### src/rtl/mbist_fail_log_if.sv
// Bus between the MBIST controller/diagnosis host and the failure log:
// fail capture, start/done control, indexed read-out and log status.
interface mbist_fail_log_if #(
    parameter int ADDR_W = 3,
    parameter int DATA_W = 8,
    parameter int DEPTH  = 4
);
    localparam int IDX_W = $clog2(DEPTH) + 1;

    logic              start;
    logic              fail;
    logic [ADDR_W-1:0] fail_addr;
    logic [DATA_W-1:0] fail_syn;
    logic              done;
    logic              rd_en;
    logic [IDX_W-1:0]  rd_idx;
    logic              rd_valid;
    logic              rd_hit;
    logic [ADDR_W-1:0] rd_addr;
    logic [DATA_W-1:0] rd_syn;
    logic [IDX_W-1:0]  entries;
    logic [7:0]        fail_count;
    logic              overflow;
    logic              report_ready;

    modport master (
        output start, fail, fail_addr, fail_syn, done, rd_en, rd_idx,
        input  rd_valid, rd_hit, rd_addr, rd_syn, entries, fail_count,
               overflow, report_ready
    );

    modport slave (
        input  start, fail, fail_addr, fail_syn, done, rd_en, rd_idx,
        output rd_valid, rd_hit, rd_addr, rd_syn, entries, fail_count,
               overflow, report_ready
    );
endinterface

### src/rtl/mbist_fail_log.sv
// MBIST failure log: merges repeat hits per address, keeps unique failing words,
// a saturating fail count and overflow flag; frozen for read-out after done.
module mbist_fail_log #(
    parameter int ADDR_W = 3,
    parameter int DATA_W = 8,
    parameter int DEPTH  = 4
) (
    input logic             clk,
    input logic             rst,
    mbist_fail_log_if.slave bus
);
    localparam int IDX_W = $clog2(DEPTH) + 1;

    typedef enum logic [1:0] {
        IDLE   = 2'd0,
        LOG    = 2'd1,
        REPORT = 2'd2
    } state_t;

    state_t            state;
    state_t            state_nxt;
    logic              capture;
    logic              report_ready;

    logic [ADDR_W-1:0] ent_addr [DEPTH];
    logic [DATA_W-1:0] ent_syn  [DEPTH];
    logic [DEPTH-1:0]  ent_vld;
    logic [IDX_W-1:0]  entries;
    logic [7:0]        fail_count;
    logic              overflow;

    logic [DEPTH-1:0]  match_vec;
    logic [DEPTH-1:0]  slot_vec;
    logic              hit_any;
    logic              full;
    logic              append;

    logic              sel_hit;
    logic [ADDR_W-1:0] sel_addr;
    logic [DATA_W-1:0] sel_syn;
    logic              vld_p1;
    logic              hit_p1;
    logic [ADDR_W-1:0] addr_p1;
    logic [DATA_W-1:0] syn_p1;

    function automatic logic [7:0] sat_inc(input logic [7:0] v);
        if (v == 8'hFF) begin
            return v;
        end
        return v + 8'd1;
    endfunction

    always_ff @(posedge clk) begin
        if (!rst) begin
            state <= IDLE;
        end else begin
            state <= state_nxt;
        end
    end

    always_comb begin
        state_nxt    = state;
        capture      = 1'b0;
        report_ready = 1'b0;
        if (bus.start) begin
            state_nxt = LOG;
        end else if (state == LOG && bus.done) begin
            state_nxt = REPORT;
        end
        // A fail coincident with start is dropped; a fail with done is still logged.
        if (state == LOG && bus.fail && !bus.start) begin
            capture = 1'b1;
        end
        if (state == REPORT) begin
            report_ready = 1'b1;
        end
    end

    // Parallel compare against every valid entry; slot_vec marks the append slot.
    always_comb begin
        match_vec = '0;
        slot_vec  = '0;
        for (int i = 0; i < DEPTH; i++) begin
            match_vec[i] = ent_vld[i] && (ent_addr[i] == bus.fail_addr);
            slot_vec[i]  = (entries == IDX_W'(i));
        end
    end

    assign hit_any = |match_vec;
    assign full    = (entries == IDX_W'(DEPTH));
    assign append  = capture && !hit_any && !full;

    always_ff @(posedge clk) begin
        if (!rst || bus.start) begin
            entries    <= '0;
            fail_count <= '0;
            overflow   <= 1'b0;
            ent_vld    <= '0;
        end else if (capture) begin
            fail_count <= sat_inc(fail_count);
            if (append) begin
                entries <= entries + IDX_W'(1);
                ent_vld <= ent_vld | slot_vec;
            end else if (!hit_any) begin
                overflow <= 1'b1;
            end
        end
    end

    // Entry payload carries no reset; ent_vld alone qualifies it.
    always_ff @(posedge clk) begin
        for (int i = 0; i < DEPTH; i++) begin
            if (capture) begin
                if (match_vec[i]) begin
                    ent_syn[i] <= ent_syn[i] | bus.fail_syn;
                end else if (append && slot_vec[i]) begin
                    ent_addr[i] <= bus.fail_addr;
                    ent_syn[i]  <= bus.fail_syn;
                end
            end
        end
    end

    always_comb begin
        sel_hit  = (bus.rd_idx < entries);
        sel_addr = '0;
        sel_syn  = '0;
        for (int i = 0; i < DEPTH; i++) begin
            if (sel_hit && bus.rd_idx == IDX_W'(i)) begin
                sel_addr = ent_addr[i];
                sel_syn  = ent_syn[i];
            end
        end
    end

    // Read-out stage boundary: one-cycle registered result.
    always_ff @(posedge clk) begin
        if (!rst) begin
            vld_p1  <= 1'b0;
            hit_p1  <= 1'b0;
            addr_p1 <= '0;
            syn_p1  <= '0;
        end else begin
            vld_p1  <= bus.rd_en;
            hit_p1  <= bus.rd_en && sel_hit;
            addr_p1 <= bus.rd_en ? sel_addr : '0;
            syn_p1  <= bus.rd_en ? sel_syn : '0;
        end
    end

    assign bus.rd_valid     = vld_p1;
    assign bus.rd_hit       = hit_p1;
    assign bus.rd_addr      = addr_p1;
    assign bus.rd_syn       = syn_p1;
    assign bus.entries      = entries;
    assign bus.fail_count   = fail_count;
    assign bus.overflow     = overflow;
    assign bus.report_ready = report_ready;
endmodule

### src/flat_wrapper.sv
// flat-port wrapper written by rule: the top's interface ports become plain ports
module mbist_fail_log_flat 
#(
    parameter int ADDR_W = 3,
    parameter int DATA_W = 8,
    parameter int DEPTH  = 4
)
  (clk, rst, bus_start, bus_fail, bus_fail_addr, bus_fail_syn, bus_done, bus_rd_en, bus_rd_idx, bus_rd_valid, bus_rd_hit, bus_rd_addr, bus_rd_syn, bus_entries, bus_fail_count, bus_overflow, bus_report_ready);
  mbist_fail_log_if #(.ADDR_W(ADDR_W), .DATA_W(DATA_W), .DEPTH(DEPTH)) bus_i ();
  input logic clk;
  input logic rst;
  input wire logic [$bits(bus_i.start)-1:0] bus_start;
  input wire logic [$bits(bus_i.fail)-1:0] bus_fail;
  input wire logic [$bits(bus_i.fail_addr)-1:0] bus_fail_addr;
  input wire logic [$bits(bus_i.fail_syn)-1:0] bus_fail_syn;
  input wire logic [$bits(bus_i.done)-1:0] bus_done;
  input wire logic [$bits(bus_i.rd_en)-1:0] bus_rd_en;
  input wire logic [$bits(bus_i.rd_idx)-1:0] bus_rd_idx;
  output wire logic [$bits(bus_i.rd_valid)-1:0] bus_rd_valid;
  output wire logic [$bits(bus_i.rd_hit)-1:0] bus_rd_hit;
  output wire logic [$bits(bus_i.rd_addr)-1:0] bus_rd_addr;
  output wire logic [$bits(bus_i.rd_syn)-1:0] bus_rd_syn;
  output wire logic [$bits(bus_i.entries)-1:0] bus_entries;
  output wire logic [$bits(bus_i.fail_count)-1:0] bus_fail_count;
  output wire logic [$bits(bus_i.overflow)-1:0] bus_overflow;
  output wire logic [$bits(bus_i.report_ready)-1:0] bus_report_ready;
  assign bus_i.start = bus_start;
  assign bus_i.fail = bus_fail;
  assign bus_i.fail_addr = bus_fail_addr;
  assign bus_i.fail_syn = bus_fail_syn;
  assign bus_i.done = bus_done;
  assign bus_i.rd_en = bus_rd_en;
  assign bus_i.rd_idx = bus_rd_idx;
  assign bus_rd_valid = bus_i.rd_valid;
  assign bus_rd_hit = bus_i.rd_hit;
  assign bus_rd_addr = bus_i.rd_addr;
  assign bus_rd_syn = bus_i.rd_syn;
  assign bus_entries = bus_i.entries;
  assign bus_fail_count = bus_i.fail_count;
  assign bus_overflow = bus_i.overflow;
  assign bus_report_ready = bus_i.report_ready;
  mbist_fail_log #(.ADDR_W(ADDR_W), .DATA_W(DATA_W), .DEPTH(DEPTH)) u_core (.clk(clk), .rst(rst), .bus(bus_i));
endmodule
### config.mk
export PLATFORM = sky130hd
export DESIGN_NAME = mbist_fail_log_flat
export DESIGN_NICKNAME = d
export VERILOG_FILES = /design/src/rtl/mbist_fail_log_if.sv /design/src/rtl/mbist_fail_log.sv /design/src/flat_wrapper.sv
export SDC_FILE = /design/constraint.sdc
export NUM_CORES = 1
export LEC_CHECK = 0
export CAP_MARGIN = 5
export CELL_PAD_IN_SITES_DETAIL_PLACEMENT = 0
export CELL_PAD_IN_SITES_GLOBAL_PLACEMENT = 1
export CORE_MARGIN = 8
export CORE_UTILIZATION = 47
export CTS_CLUSTER_SIZE = 40
export DETAILED_ROUTE_END_ITERATION = 10
export GPL_TIMING_DRIVEN = 0
export PLACE_DENSITY_LB_ADDON = 0.05
export SLEW_MARGIN = 15
export SYNTH_ARGS = -nofsm -noshare
export SYNTH_HDL_FRONTEND = slang
export SYNTH_SLANG_ARGS = --single-unit
export TNS_END_PERCENT = 50
### constraint.sdc
create_clock -name clk -period 7.2 [get_ports clk]
set_input_delay 1.8 -clock clk [delete_from_list [all_inputs] [get_ports clk]]
set_output_delay 1.8 -clock clk [all_outputs]
set_load 0.02 [all_outputs]
==> impl_metrics.yaml, run 1 <==
outcome:
  status: "complete, no violations"
pwr:
  p_per_area_nw_per_um2: 201.0
  power.total_mw: 0.8272
  vdd_drop_max_mv: 0.08564
  cellLeakagePower_nw: 1.561
timing:
  hold_slack_ns: 0.4560
  fin_tns_setup_ns: 0
  fmax_mhz: 244.7
  fin_crit_sh: 0.5676
  rsz0062_at_grt: "false"
  hold_violations: 0
  maxSlewViolCount: 0
  setup_viol: 0
  min_period_ns: 4.087
  slew_headroom: 0.3578
  worst_pin_slew_ns: 0.9568
  skew_ns: 0.006218
synthesis:
  ys.flop_type: "edfxtp_1"
  synthTopCellsByCount: "44 x edfxtp_1, 34 x a21o_1, 31 x dfxtp_1"
  yosysMostFrequentCell: "edfxtp_1"
  synth_edf_count: 44
  syn_area_per_cell_um2: 12.03
  yosys_register_bits: 75
  syn_inst: 278
  syn_nets: 306
  synthesis.area_um2: 3344
  synth_warnings: 0
  yosysTopAreaCell: "edfxtp_1"
  async_flop_share: 0
  synth.area.top_cells: "edfxtp_1 40%, dfxtp_1 19%, a21o_1 7.6%, o21ai_0 4.3%, xnor2_1 3.7%"
  yosys.area.top_type_share: 0.3951
  yosysUniqueCellTypes: 33
  seq_area_frac_synth: 0.5806
hold_path:
  hp-class: "reg -> reg"
clock_tree:
  clock_path_buffers: 2
  cts_tree: "built"
  ctsRootBufferMaster: "clkbuf_8"
  clock_sinks: 75
  cts_resized: 0
  cts_max_level: 3
  cts_buffers: 9
  hold_buffers: 0
  clk_pin_slew_ns: 0.07
  clk_latency_ns: 0.34
  cts_setup_buffers: 0
global_route:
  antenna_found_initial: 0
  grt_pass1_wl_mm: 12.71
  grt_max_degree: 14
  track_usage: 0.1653
  grt_pass1_vias: 2499
  grt_overflow_total: 0
floorplan:
  pin_count: 46
  die_w_um: 100.4
  dieArea_um2: 10070
  initial_core_util: 0.4896
  rows: 30
  die_h_um: 100.4
  core_um2: 6832
finish:
  area_delta_synth_final_pct: 23.05
  drive_gt1_frac: 0.1000
  fillers: 601
  post-route-util: 0.6024
  nets: 363
  stdcell_area_um2: 4115
  antennaDiodeCount: 0
routing:
  post_drt_wl_per_cell_um: 17.47
  viasPerCell: 5.360
  drtIter0Drc: 128
  vias: 2337
  wl_mm: 7.616
  drcViolationCount: 0
  ant_nets: 0
  drt-pass1-iter-count: 4
critical_path:
  crit_path_start_kind: "input port"
  worstPathArrival_ns: 4.05
  path_class: "in -> reg"
  cp_max_fo: 10
  end_kind: "flop"
  cp.required_ns: 7.17
run:
  timing.max_cap.violations: 0
placement:
  place_hpwl_mm: 5.155
  gp_congestion: 0.8478
  io_buffer_count: 45
  dpl_cell_area_um2: 3923
layout make-up:
type	count	area, um^2	area share
buffer	16	98.84	0.02402
multi-input combinational	174	1255	0.3050
timing repair buffer	46	457.9	0.1113
tap	96	120.1	0.02919
inverter	13	48.80	0.01186
clock buffer	9	123.9	0.03010
clock inverter	7	68.82	0.01672
sequential	75	1942	0.4719
where the power goes:
group	internal, mW	switching [mW]
logic	0.0266	0.0289
clock network	0.159	0.156
registers	0.455	0.00185
total	0.640	0.187
cells by family after synthesis:
logic type,share of synthesized area
adder cells (fa/ha/maj),0.02993
XOR/XNOR,0.04714
AO/OA/AOI/OAI,0.1867
AND/OR/NAND/NOR,0.07857
flip-flops,0.5806
multiplexers,0.03292
buffers and inverters,0.04414
registers in the layout (all words and copies together), names as in the netlist:
register               flops
u_core.ent_addr           12
u_core.ent_syn            32
u_core.ent_vld             4
u_core.bus.entries         3
u_core.bus.rd_syn          8
u_core.bus.fail_count      8
u_core.bus.rd_hit          1
u_core.bus.overflow        1
u_core.state               2
u_core.bus.rd_valid        1
u_core.bus.rd_addr         3
metal layers:
metal / GRT usage / part of all wire / wire [um]
met1: 0.2121 / 0.47 / 3597
met2: 0.2610 / 0.45 / 3439
met3: 0.03945 / 0.061 / 467
met4: 0.06628 / 0.015 / 112
met5: 0 / 0 / 0
metrics by stage:
stage               setup WS (ns)  cells
detailed placement          2.777    420
global placement            2.585    419
floorplan                   3.669    278
CTS                         3.125    436
global route                2.988    436
finish                      3.113    436
worst max-delay path: stages:
cell,delay (ns)
clkdlybuf4s50_1,0.55
buf_2,0.20
xnor2_1,0.12
a41oi_2,0.23
and4_1,0.24
buf_6,0.14
nand3_2,0.10
buf_6,0.16
o21ai_1,0.51
cell usage in the layout (no fill, tap or decap), types with 5 or more instances in the layout:
cell type / count
clkdlybuf4s50_1: 45
edfxtp_1: 44
a21o_1: 34
dfxtp_1: 31
o21ai_0: 26
xnor2_1: 14
inv_1: 13
nor2_1: 11
mux2i_1: 11
o211a_1: 11
a21oi_1: 10
clkbuf_8: 9
ha_1: 8
buf_2: 7
nand4_1: 7
nand2_1: 7
clkbuf_1: 5
nand3_1: 5
worst paths after layout:
| kind | start | endpoint | slack (ns) | depth (start not counted) |
|---|---|---|---|---|
| max | bus_fail_addr[1] | u_core.ent_syn[0][7] | 3.11 | 9 |
| min | u_core.ent_vld[3] | u_core.ent_vld[3] | 0.46 | 2 |
| max reg2reg | u_core.state[1] | u_core.ent_syn[0][7] | 4.79 | 8 |
| min reg2reg | u_core.ent_vld[3] | u_core.ent_vld[3] | 0.46 | 2 |
Power figures use the tool's default switching activity.
==> run 2: changes to the inputs <==
--- a/config.mk
+++ b/config.mk
@@ -9,7 +9,7 @@
 export CELL_PAD_IN_SITES_DETAIL_PLACEMENT = 0
 export CELL_PAD_IN_SITES_GLOBAL_PLACEMENT = 1
 export CORE_MARGIN = 8
-export CORE_UTILIZATION = 47
+export CORE_UTILIZATION = 39
 export CTS_CLUSTER_SIZE = 40
 export DETAILED_ROUTE_END_ITERATION = 10
 export GPL_TIMING_DRIVEN = 0
==> constraint.sdc (replaced) <==
create_clock -name clk -period 3.6 [get_ports clk]
set_input_delay 0.9 -clock clk [delete_from_list [all_inputs] [get_ports clk]]
set_output_delay 0.9 -clock clk [all_outputs]
set_load 0.02 [all_outputs]
==> impl_metrics.yaml, run 2 (synthesis results as in run 1) <==
placement:
  gp_congestion: 0.8119
  place_hpwl_mm: 5.430
  dpl_cell_area_um2: 3949
  io_buffer_count: 45
outcome:
  status: "complete, no violations"
critical_path:
  end_kind: "flop"
  path_class: "in -> reg"
  worstReg2RegEnd: "u_core.ent_syn[2][6]"
  cp_max_fo: 10
  crit_path_frequent_cell: "buf_6"
  reg2reg_setup_slack_ns: 1.25
  startpoint: "bus_fail_addr[2]"
  cp_slowest_cell: "clkdlybuf4s50_1"
  crit_path_start_kind: "input port"
  cpPeakStageDelay_ns: 0.54
  path_buf_inv: 5
  worst-path-stages: 10
  path_cells: "clkdlybuf4s50_1 -> buf_2 -> xnor2_1 -> a41oi_2 -> and4_1 -> buf_6 -> nand3_2 -> buf_6 -> o21ai_1 -> buf_4"
  worstPathArrival_ns: 3.12
  timing.rr.start: "u_core.state[1]"
  critPathCapture: "u_core.ent_syn[2][6]"
  cp.required_ns: 3.66
  critical_path.top_delay_family: "buffers and inverters"
  ff2ff_path_depth: 9
clock_tree:
  cts_resized: 0
  clock_sinks: 75
  cts_buffers: 9
  clock_path_buffers: 2
  clk_pin_slew_ns: 0.07
  cts_tree: "built"
  clk_latency_ns: 0.35
  hold_buffers: 0
  cts_max_level: 3
  ctsRootBufferMaster: "clkbuf_8"
  cts_setup_buffers: 0
run:
  timing.max_cap.violations: 0
routing:
  viasPerCell: 5.139
  post_drt_wl_per_cell_um: 17.54
  drtIter0Drc: 108
  vias: 2297
  wl_mm: 7.842
  drcViolationCount: 0
  ant_nets: 0
  drt-pass1-iter-count: 4
finish:
  reg_top3: "u_core.ent_syn x32, u_core.ent_addr x12"
  stdcell_area_um2: 4110
  top_register: "u_core.ent_syn"
  layout_commonest_cell: "clkdlybuf4s50_1"
  drive_gt1_frac: 0.09942
  fillers: 802
  layout.cells.most_common_list: "45 x clkdlybuf4s50_1, 44 x edfxtp_1, 34 x a21o_1"
  nets: 365
  area_delta_synth_final_pct: 22.90
  post-route-util: 0.4977
  largest_reg_flops: 32
  antennaDiodeCount: 0
pwr:
  p_sw_frac: 0.2353
  p_seq_frac: 0.577
  p_per_area_nw_per_um2: 385.4
  vdd_drop_max_mv: 0.2332
  pwr-share-clk: 0.352
  intPower_mw: 1.211
  switchingPower_mw: 0.3727
  cellLeakagePower_nw: 1.556
  power.total_mw: 1.584
  pwr-share-comb: 0.071
timing:
  fmax_mhz: 326.7
  min_period_ns: 3.061
  maxSlewViolCount: 0
  worst_pin_slew_ns: 0.8344
  fin_tns_setup_ns: 0
  skew_ns: 0.01145
  rsz0062_at_grt: "false"
  hold_violations: 0
  hold_slack_ns: 0.4555
  fin_crit_sh: 0.8502
  setup_viol: 0
  slew_headroom: 0.4438
hold_path:
  hp-class: "reg -> reg"
  hold_start: "u_core.ent_vld[2]"
floorplan:
  core_um2: 8258
  rows: 33
  dieArea_um2: 11800
  die_w_um: 108.6
  initial_core_util: 0.4050
  die_h_um: 108.6
  pin_count: 46
global_route:
  grt_max_degree: 13
  track_usage: 0.1408
  antenna_found_initial: 0
  grt_pass1_wl_mm: 12.67
  grt_overflow_total: 0
  grt_pass1_vias: 2472
run 2: cell count changes in the layout (fill, tap and decap cells not counted), sizes merged:
cell    delta
buf        +2
clkbuf     +2
bufinv     -1
clkinv     -1
run 2: power by group through the flow:
stage               registers (mW)  logic [mW]  clock network [mW]
floorplan                    0.937      0.0553                   0
global route                 0.915       0.124               0.604
global placement             0.934       0.112                   0
CTS                          0.914       0.114               0.576
detailed placement           0.934       0.113                   0
finish                       0.914       0.113               0.557
run 2: worst min path at each step:
stage	cells after the start	endpoint
6_report	2	u_core.ent_vld[2]
2_1_floorplan	2	u_core.ent_vld[0]
5_1_grt	2	u_core.ent_vld[0]
4_1_cts	2	u_core.ent_vld[2]
3_3_place_gp	2	u_core.ent_vld[2]
3_5_place_dp	2	u_core.ent_vld[2]
run 2: per-stage QoR:
stage,setup slack [ns],cells
4_1_cts,0.5004,447
6_report,0.5391,447
5_1_grt,0.3327,447
2_1_floorplan,0.9687,278
3_3_place_gp,-0.1059,428
3_5_place_dp,0.1277,431
run 2: area by class of cell:
cell class	instances	area, um^2	share of cell area
Clock inverter	5	30.03	0.007306
Clock buffer	11	131.4	0.03196
Inverter	13	48.80	0.01187
Multi-Input combinational cell	174	1255	0.3053
Sequential cell	75	1942	0.4725
Buffer	16	98.84	0.02405
Tap cell	105	131.4	0.03196
Timing Repair Buffer	48	473.0	0.1151
run 2: metal layers:
metal,global-route usage,part of all wire,vias to the layer above
met5,0,0,-
met4,0.06158,0.022,0
met3,0.03331,0.046,15
met2,0.2158,0.44,51
met1,0.1854,0.49,1095
li1,-,-,1136
run 2: worst register-to-register path, cell delays in order (launching register included):
cell       delay (ns)
dfxtp_1          0.33
nand4bb_1        0.18
buf_2            0.20
a41oi_2          0.19
and4_1           0.23
buf_6            0.14
nand3_2          0.09
buf_6            0.17
o21ai_1          0.29
buf_4            0.25
